`config.mk`:
```
export PLATFORM = sky130hd
export DESIGN_NAME = diffio_checker_prbs_engine
export DESIGN_NICKNAME = d
export VERILOG_FILES = /design/src/rtl/diffio_checker_prbs_engine.sv
export SDC_FILE = /design/constraint.sdc
export NUM_CORES = 1
export LEC_CHECK = 0
export BUFFER_PORTS_ARGS = -buffer_cell sky130_fd_sc_hd__buf_2
export CAP_MARGIN = 25
export CORE_UTILIZATION = 29
export DETAILED_ROUTE_END_ITERATION = 12
export PLACE_DENSITY_LB_ADDON = 0.2
export SYNTH_ARGS = -nofsm -noshare
export SYNTH_HDL_FRONTEND = slang
export SYNTH_SLANG_ARGS = --single-unit
```
`constraint.sdc`:
```
create_clock -name CLK -period 2.7 [get_ports CLK]
set_input_delay 0.81 -clock CLK [delete_from_list [all_inputs] [get_ports CLK]]
set_output_delay 0.81 -clock CLK [all_outputs]
set_load 0.05 [all_outputs]
```
`src/rtl/diffio_checker_prbs_engine.sv`:
```
// PRBS7 (x^7+x^6+1) bit-level generator and self-synchronising checker for the
// differential IO loopback test, advanced by the CLK_EN bit strobe.
module diffio_checker_prbs_engine #(
  parameter int unsigned SYNC_BITS    = 16,
  parameter int unsigned SYNC_TIMEOUT = 1024,
  parameter int unsigned BIT_CNT_W    = 32,
  parameter int unsigned ERR_CNT_W    = 16
) (
  input  logic                 CLK,
  input  logic                 RST_N,
  input  logic                 CLK_EN,
  input  logic                 START,
  input  logic                 STOP,
  input  logic [BIT_CNT_W-1:0] TEST_LENGTH,
  input  logic                 RX_DATA,
  output logic                 TX_DATA,
  output logic                 BUSY,
  output logic                 LOCKED,
  output logic                 DONE,
  output logic                 SYNC_FAIL,
  output logic [BIT_CNT_W-1:0] BIT_CNT,
  output logic [ERR_CNT_W-1:0] ERR_CNT
);

  localparam int unsigned GOOD_W = $clog2(SYNC_BITS + 1);
  localparam int unsigned TO_W   = $clog2(SYNC_TIMEOUT + 1);

  typedef enum logic [1:0] {S_IDLE, S_SYNC, S_CHECK, S_DONE} state_t;

  state_t               state;
  logic                 rx_m;
  logic                 rx_s;
  logic [6:0]           lfsr;
  logic [6:0]           rx_sr;
  logic [GOOD_W-1:0]    good_cnt;
  logic [TO_W-1:0]      to_cnt;
  logic [BIT_CNT_W-1:0] len_q;

  logic [6:0]           rx_sr_nxt_c;
  logic                 err_c;
  logic                 active_c;
  logic [GOOD_W-1:0]    good_inc_c;
  logic [TO_W-1:0]      to_inc_c;
  logic [BIT_CNT_W:0]   bit_inc_c;

  // RX_DATA is asynchronous to CLK
  always_ff @(posedge CLK or negedge RST_N) begin
    if (!RST_N) begin
      rx_m <= 1'b0;
      rx_s <= 1'b0;
    end else begin
      rx_m <= RX_DATA;
      rx_s <= rx_m;
    end
  end

  // Prediction from the last 7 received bits; an all-zero window counts as an error
  always_comb begin
    rx_sr_nxt_c = {rx_sr[5:0], rx_s};
    err_c       = (rx_s != (rx_sr[6] ^ rx_sr[5])) || (rx_sr_nxt_c == 7'h00);
    active_c    = (state == S_SYNC) || (state == S_CHECK);
    good_inc_c  = good_cnt + GOOD_W'(1);
    to_inc_c    = to_cnt + TO_W'(1);
    bit_inc_c   = {1'b0, BIT_CNT} + (BIT_CNT_W + 1)'(1);
  end

  always_ff @(posedge CLK or negedge RST_N) begin
    if (!RST_N) begin
      state     <= S_IDLE;
      lfsr      <= 7'h7F;
      rx_sr     <= 7'h00;
      good_cnt  <= '0;
      to_cnt    <= '0;
      len_q     <= '0;
      TX_DATA   <= 1'b0;
      BUSY      <= 1'b0;
      LOCKED    <= 1'b0;
      DONE      <= 1'b0;
      SYNC_FAIL <= 1'b0;
      BIT_CNT   <= '0;
      ERR_CNT   <= '0;
    end else begin
      // TX keeps toggling in DONE so the link stays active
      if (CLK_EN && (state != S_IDLE)) begin
        lfsr    <= {lfsr[5:0], lfsr[6] ^ lfsr[5]};
        TX_DATA <= lfsr[6];
      end
      if (CLK_EN && active_c) begin
        rx_sr <= rx_sr_nxt_c;
      end

      case (state)
        S_IDLE, S_DONE: begin
          if (START && !STOP) begin
            state     <= S_SYNC;
            BUSY      <= 1'b1;
            LOCKED    <= 1'b0;
            DONE      <= 1'b0;
            SYNC_FAIL <= 1'b0;
            BIT_CNT   <= '0;
            ERR_CNT   <= '0;
            len_q     <= TEST_LENGTH;
            good_cnt  <= '0;
            to_cnt    <= '0;
          end
        end
        S_SYNC: begin
          if (STOP) begin
            state <= S_DONE;
            BUSY  <= 1'b0;
            DONE  <= 1'b1;
          end else if (CLK_EN) begin
            good_cnt <= err_c ? '0 : good_inc_c;
            to_cnt   <= to_inc_c;
            if (!err_c && (good_inc_c == GOOD_W'(SYNC_BITS))) begin
              state  <= S_CHECK;
              LOCKED <= 1'b1;
            end else if (to_inc_c == TO_W'(SYNC_TIMEOUT)) begin
              state     <= S_DONE;
              BUSY      <= 1'b0;
              DONE      <= 1'b1;
              SYNC_FAIL <= 1'b1;
            end
          end
        end
        S_CHECK: begin
          if (STOP) begin
            state <= S_DONE;
            BUSY  <= 1'b0;
            DONE  <= 1'b1;
          end else if (CLK_EN) begin
            if (!(&BIT_CNT)) begin
              BIT_CNT <= bit_inc_c[BIT_CNT_W-1:0];
            end
            if (err_c && !(&ERR_CNT)) begin
              ERR_CNT <= ERR_CNT + ERR_CNT_W'(1);
            end
            // final sample of a bounded run is counted before leaving
            if ((len_q != '0) && (bit_inc_c == {1'b0, len_q})) begin
              state <= S_DONE;
              BUSY  <= 1'b0;
              DONE  <= 1'b1;
            end
          end
        end
        default: state <= S_IDLE;
      endcase
    end
  end

endmodule
```
=== Yosys cells after proc, flatten, opt, wreduce, memory -nomap -nowiden ===
Cells that the tools add are included.

* Bits in registers: 119
* Bits in latches: 0
* Memory bits (writable): 0
* ROM bits: 0
* Bits of input ports: 38
* Output and inout bits: 53
* Logic and storage cells: 124
* Memories: 0

* Add/subtract/negate cells: 4
* Multipliers: 0
* Div/mod/pow operators: 0
* $lt $le $gt $ge: 0
* Equal/unequal tests: 23
* Shifts and indexed selects: 0
* Muxes and demuxes: 52
* Bitwise gates (word level): 2
* Reductions and logical operators: 28

{| class="wikitable"
|+ Operator list
! operator !! number
|-
| $mux 32 || 4
|-
| $mux 16 || 4
|-
| $pmux 32 s2 || 1
|-
| $add 32x1->33 const B || 1
|-
| $eq 33x32->1 || 1
|-
| $mux 11 || 3
|-
| $pmux 16 s2 || 1
|-
| $reduce_and 32->1 || 1
|-
| $reduce_bool 32->1 || 1
|-
| $pmux 11 s2 || 1
|-
| $mux 1 || 20
|-
| $mux 5 || 4
|-
| $reduce_and 5->1 || 4
|-
| $add 16x1->16 const B || 1
|-
| $mux 2 || 8
|-
| $reduce_and 16->1 || 1
|-
| $ne 2x2->1 const B || 7
|-
| $reduce_and 6->1 || 2
|-
| $add 11x1->11 const B || 1
|-
| $eq 11x11->1 const B || 1
|-
| $pmux 5 s2 || 1
|-
| $ne 3x3->1 const B || 3
|-
| $logic_not 7->1 || 1
|-
| $logic_and 1x1->1 || 6
|-
| other kinds (19) || 31
|}

=== Longest topological paths before layout ===
* Depth in word-level cells: 9
* Gate-level depth with buffers: 11
* Mapped depth without buffers: 10

=== Least setup slack after synthesis ===
Ideal clock, no wire load.

* Path kind: reg2reg
* Start point: register BIT_CNT[0]
* End point: register DONE
* Setup time: 126 ps
* Arrival: 3079 ps
* Path slack: -505 ps
* Cell stages (with the launch flop): 12
* Period minus slack after synthesis: 3205 ps
* Cell sequence: dfrtp_1 > ha_1 > buf_4 > nand3_4 > nor4_2 > buf_2 > nand3_1 > xnor2_1 > nor4_1 > nand4_2 > and2_1 > o32a_1

* Word-level cells in the longest chain between the ends: 5

{| class="wikitable"
|+ RTL lines
! element !! RTL line !! source
|-
| start: declaration || 21 || <nowiki>output logic [BIT_CNT_W-1:0] BIT_CNT,</nowiki>
|-
| start signal: assignment || 133 || <nowiki>BIT_CNT <= bit_inc_c[BIT_CNT_W-1:0];</nowiki>
|-
| $add 32x1->33 || 64 || <nowiki>bit_inc_c = {1'b0, BIT_CNT} + (BIT_CNT_W + 1)'(1);</nowiki>
|-
| $eq 33x32->1 || 139 || <nowiki>if ((len_q != '0) && (bit_inc_c == {1'b0, len_q})) begin</nowiki>
|-
| $logic_and 1x1->1 || 139 ||
|-
| $ne 3x2->1 (no source line) || n/a ||
|-
| $reduce_and 6->1 (no source line) || n/a ||
|-
| end signal: assignment || 121 || <nowiki>DONE <= 1'b1;</nowiki>
|-
| end signal: assignment || 130 || <nowiki>DONE <= 1'b1;</nowiki>
|-
| end signal: assignment || 142 || <nowiki>DONE <= 1'b1;</nowiki>
|-
| end: declaration || 19 || <nowiki>output logic DONE,</nowiki>
|}

Every way passes these cells.
A chain may end at the register's enable or synchronous reset.

=== Worst setup path in the final report ===
* Start point: register BIT_CNT[1]
* End point: register DONE

Same word-level chain as after synthesis.

==> results.sh <==
export IMPL_yosys_warnings=0
export IMPL_synth_area_top_cells="dfrtp_1 39%, nand2_1 9.7%, o21ai_0 4.2%"
export IMPL_die_area_um2=25520
export IMPL_cp_start_kind="register"
export IMPL_postSynthAreaPerCell_um2=8.757
export IMPL_period_minus_slack_ns=2.721
export IMPL_holdCritPathClass="register to register"
export IMPL_root_buffer="clkbuf_16"
export IMPL_required_ns=3.00
export IMPL_crit_type="register to register"
export IMPL_cp_depth=10
export IMPL_layout_drive_gt1_share=0.3224
export IMPL_grt_ovfl_total=0
export IMPL_grt_pass1_wl_um=35040
export IMPL_ios=91
export IMPL_grt_usage=0.1757
export IMPL_yosysSeqAreaShare=0.4139
export IMPL_vias=6639
export IMPL_cts_hold_buffers=0
export IMPL_path_clk_slew_ns=0.06
export IMPL_post_route_util=0.3946
export IMPL_die_h_um=159.7
export IMPL_synth_most_common_cell="nand2_1"
export IMPL_grt_max_degree=48
export IMPL_violations="setup timing"
export IMPL_slew_limit_headroom=0.5650
export IMPL_crit_family="compound AO/OA/AOI/OAI gates"
export IMPL_die_width_um=159.7
export IMPL_grt_pass1_vias=6506
export IMPL_cts_htree_levels=4
export IMPL_fp_coreArea_um2=24390
export IMPL_rsz0062_at_grt="yes"
export IMPL_critPathSlowestCell="dfrtp_4"
export IMPL_setup_tns_ns=-0.02513
export IMPL_wl_per_cell_um=16.55
export IMPL_skew_ns=0.009400
export IMPL_synth_edf_count=0
export IMPL_slowest_delay_ns=0.50
export IMPL_syn_area_um2=7216
export IMPL_crit_fanout=6
export IMPL_hpwl_um=16660
export IMPL_nets=1041
export IMPL_via_per_inst=4.980
export IMPL_run_status="finished with violations"
export IMPL_endpoint_kind="register"
export IMPL_slew_violations=0
export IMPL_cts_sinks=119
export IMPL_post_route_drc_count=0
export IMPL_ys_ff_latch=119
export IMPL_yosys_top_cells_count="186 x nand2_1, 112 x dfrtp_1, 61 x o21ai_0"
export IMPL_clock_latency_ns=0.43
export IMPL_critPathArrivalTime_ns=3.03
export IMPL_syn_inst=824
export IMPL_drtIter0Drc=437
export IMPL_ant_nets=0
export IMPL_synthDistinctLibCells=71
export IMPL_drv_cap=0
export IMPL_leakagePower_nw=4.442
export IMPL_antenna_found_initial=2
export IMPL_cts_buffers=17
export IMPL_start_util=0.2958
export IMPL_numPortBuffers=90
export IMPL_drt_total_wl_um=22060
export IMPL_yosysTopAreaCell="dfrtp_1"
export IMPL_fillCellCount=2518
export IMPL_reg2regPathDepth=10
export IMPL_hold_depth=0
export IMPL_syn_num_nets=870
export IMPL_row_count=57
export IMPL_vdd_drop_max_mv=0.4441
export IMPL_gp_congestion=0.8817
export IMPL_final_hold_violation_count=0
export IMPL_setup_viol=2
export IMPL_area_growth_pct=33.40
export IMPL_power_density_nw_per_um2=832.6
export IMPL_post_route_period_util=1.008
export IMPL_cts_tree="yes"
export IMPL_worst_pin_slew_ns=0.6526
export IMPL_cp_num_buf_inv=1
export IMPL_firstDrtPassIters=5
export IMPL_path_cells="ha_4 -> buf_12 -> xor2_1 -> o2111ai_1 -> o21ai_1 -> a2111o_1 -> nor4_2 -> nand4_2 -> and2_4 -> o32a_1"
export IMPL_timing_fmax_mhz=367.5
export IMPL_cts_buffer_depth=2
export IMPL_async_reset_ff_frac=1.000
export IMPL_fin_ws_ns=-0.02136
export IMPL_dominantRegCellSynth="dfrtp_1"
export IMPL_yosys_area_top_type_share=0.3884
[metrics by stage]
step	std cells	setup slack, ns	hold WS (ns)	power (W)	area, µm²
finish	1333	-0.02136	0.3593	0.008014	9625
global route	1332	-0.1087	0.3776	0.008506	9623
CTS	1325	-0.006537	0.3640	0.008037	9518
detailed placement	1293	-0.01220	0.3434	0.005574	8885
global placement	1293	-0.009598	0.3386	0.005551	8885
floorplan	824	0.002047	0.3312	0.004490	7388
[worst register-to-register path: stages (launching register included)]
cell	delay [ns]
dfrtp_4	0.50
ha_4	0.19
buf_12	0.13
xor2_1	0.15
o2111ai_1	0.19
o21ai_1	0.11
a2111o_1	0.37
nor4_2	0.27
nand4_2	0.20
and2_4	0.21
o32a_1	0.27
[per-layer routing]
layer | up-vias | global-route usage | wire (µm)
met4 | 2 | 0.05070 | 321
met1 | 3180 | 0.2340 | 10600
met2 | 152 | 0.2817 | 10080
met3 | 27 | 0.04260 | 1045
li1 | 3278 | - | -
met5 | - | 0 | 13
[timing repair]
item / 4_1_cts / 5_1_grt
setup endpoints to repair: 1 / 5
gates resized for setup: 2 / 7
cloned: 0 / 1
buffers inserted: 0 / 6
pin swaps: 0 / 10
[layout make-up]
cell class | count | area, µm² | share of cell area
Tap cell | 324 | 405.4 | 0.04212
Clock buffer | 20 | 466.7 | 0.04849
Timing Repair Buffer | 202 | 1453 | 0.1509
Sequential cell | 119 | 3024 | 0.3142
Inverter | 15 | 56.30 | 0.005849
Antenna cell | 1 | 2.502 | 0.0002600
Multi-Input combinational cell | 640 | 4055 | 0.4213
Clock inverter | 12 | 162.7 | 0.01690
[cells in the final DEF, fill, tap and decap left out, types with 14 or more instances in the layout]
cell type  count
a21oi_1       27
and3_1        20
buf_2         89
buf_4        100
clkbuf_16     18
dfrtp_1       86
dfrtp_2       24
inv_1         15
mux2_2        14
nand2_1      184
nand3_1       22
nand4_1       19
nor2_1        50
nor4_1        14
o21ai_0       59
o31ai_1       18
xnor2_1       30
xor2_1        26
[worst paths after layout]
check / startpoint / to / slack (ns)
setup / recovery: BIT_CNT[1] / DONE / -0.02
hold / removal: rx_m / rx_s / 0.36
setup reg to reg: BIT_CNT[1] / DONE / -0.02
hold reg to reg: rx_m / rx_s / 0.36
max in group asynchronous: RST_N / ERR_CNT[13] / 1.61
min in group asynchronous: RST_N / BIT_CNT[27] / 0.41
[state kept, by name (all words and copies together) (netlist names)]
signal     count
state          2
SYNC_FAIL      1
DONE           1
len_q         32
BIT_CNT       32
rx_m           1
lfsr           7
rx_sr          7
BUSY           1
TX_DATA        1
LOCKED         1
rx_s           1
ERR_CNT       16
to_cnt        11
good_cnt       5
[power by group]
group	switching [W]	leakage (nW)	total, W	internal (W)
Clock	0.000886	0.304	0.00242	0.00154
Combinational	0.00166	2.63	0.00289	0.00123
Sequential	0.000458	1.51	0.00270	0.00225
[kinds of logic (layout without fill, tap and decap cells)]
group / count (synthesis) / count (layout) / share of synthesized area
adder cells (fa/ha/maj): 8 / 8 / 0.01387
buffers and inverters: 65 / 249 / 0.04213
AND/OR/NAND/NOR: 391 / 391 / 0.2802
flip-flops: 119 / 119 / 0.4139
XOR/XNOR: 57 / 57 / 0.07109
multiplexers: 25 / 25 / 0.03728
AO/OA/AOI/OAI: 159 / 159 / 0.1415
other: 0 / 1 / 0
Note: power is estimated with default switching activity, not from simulation.
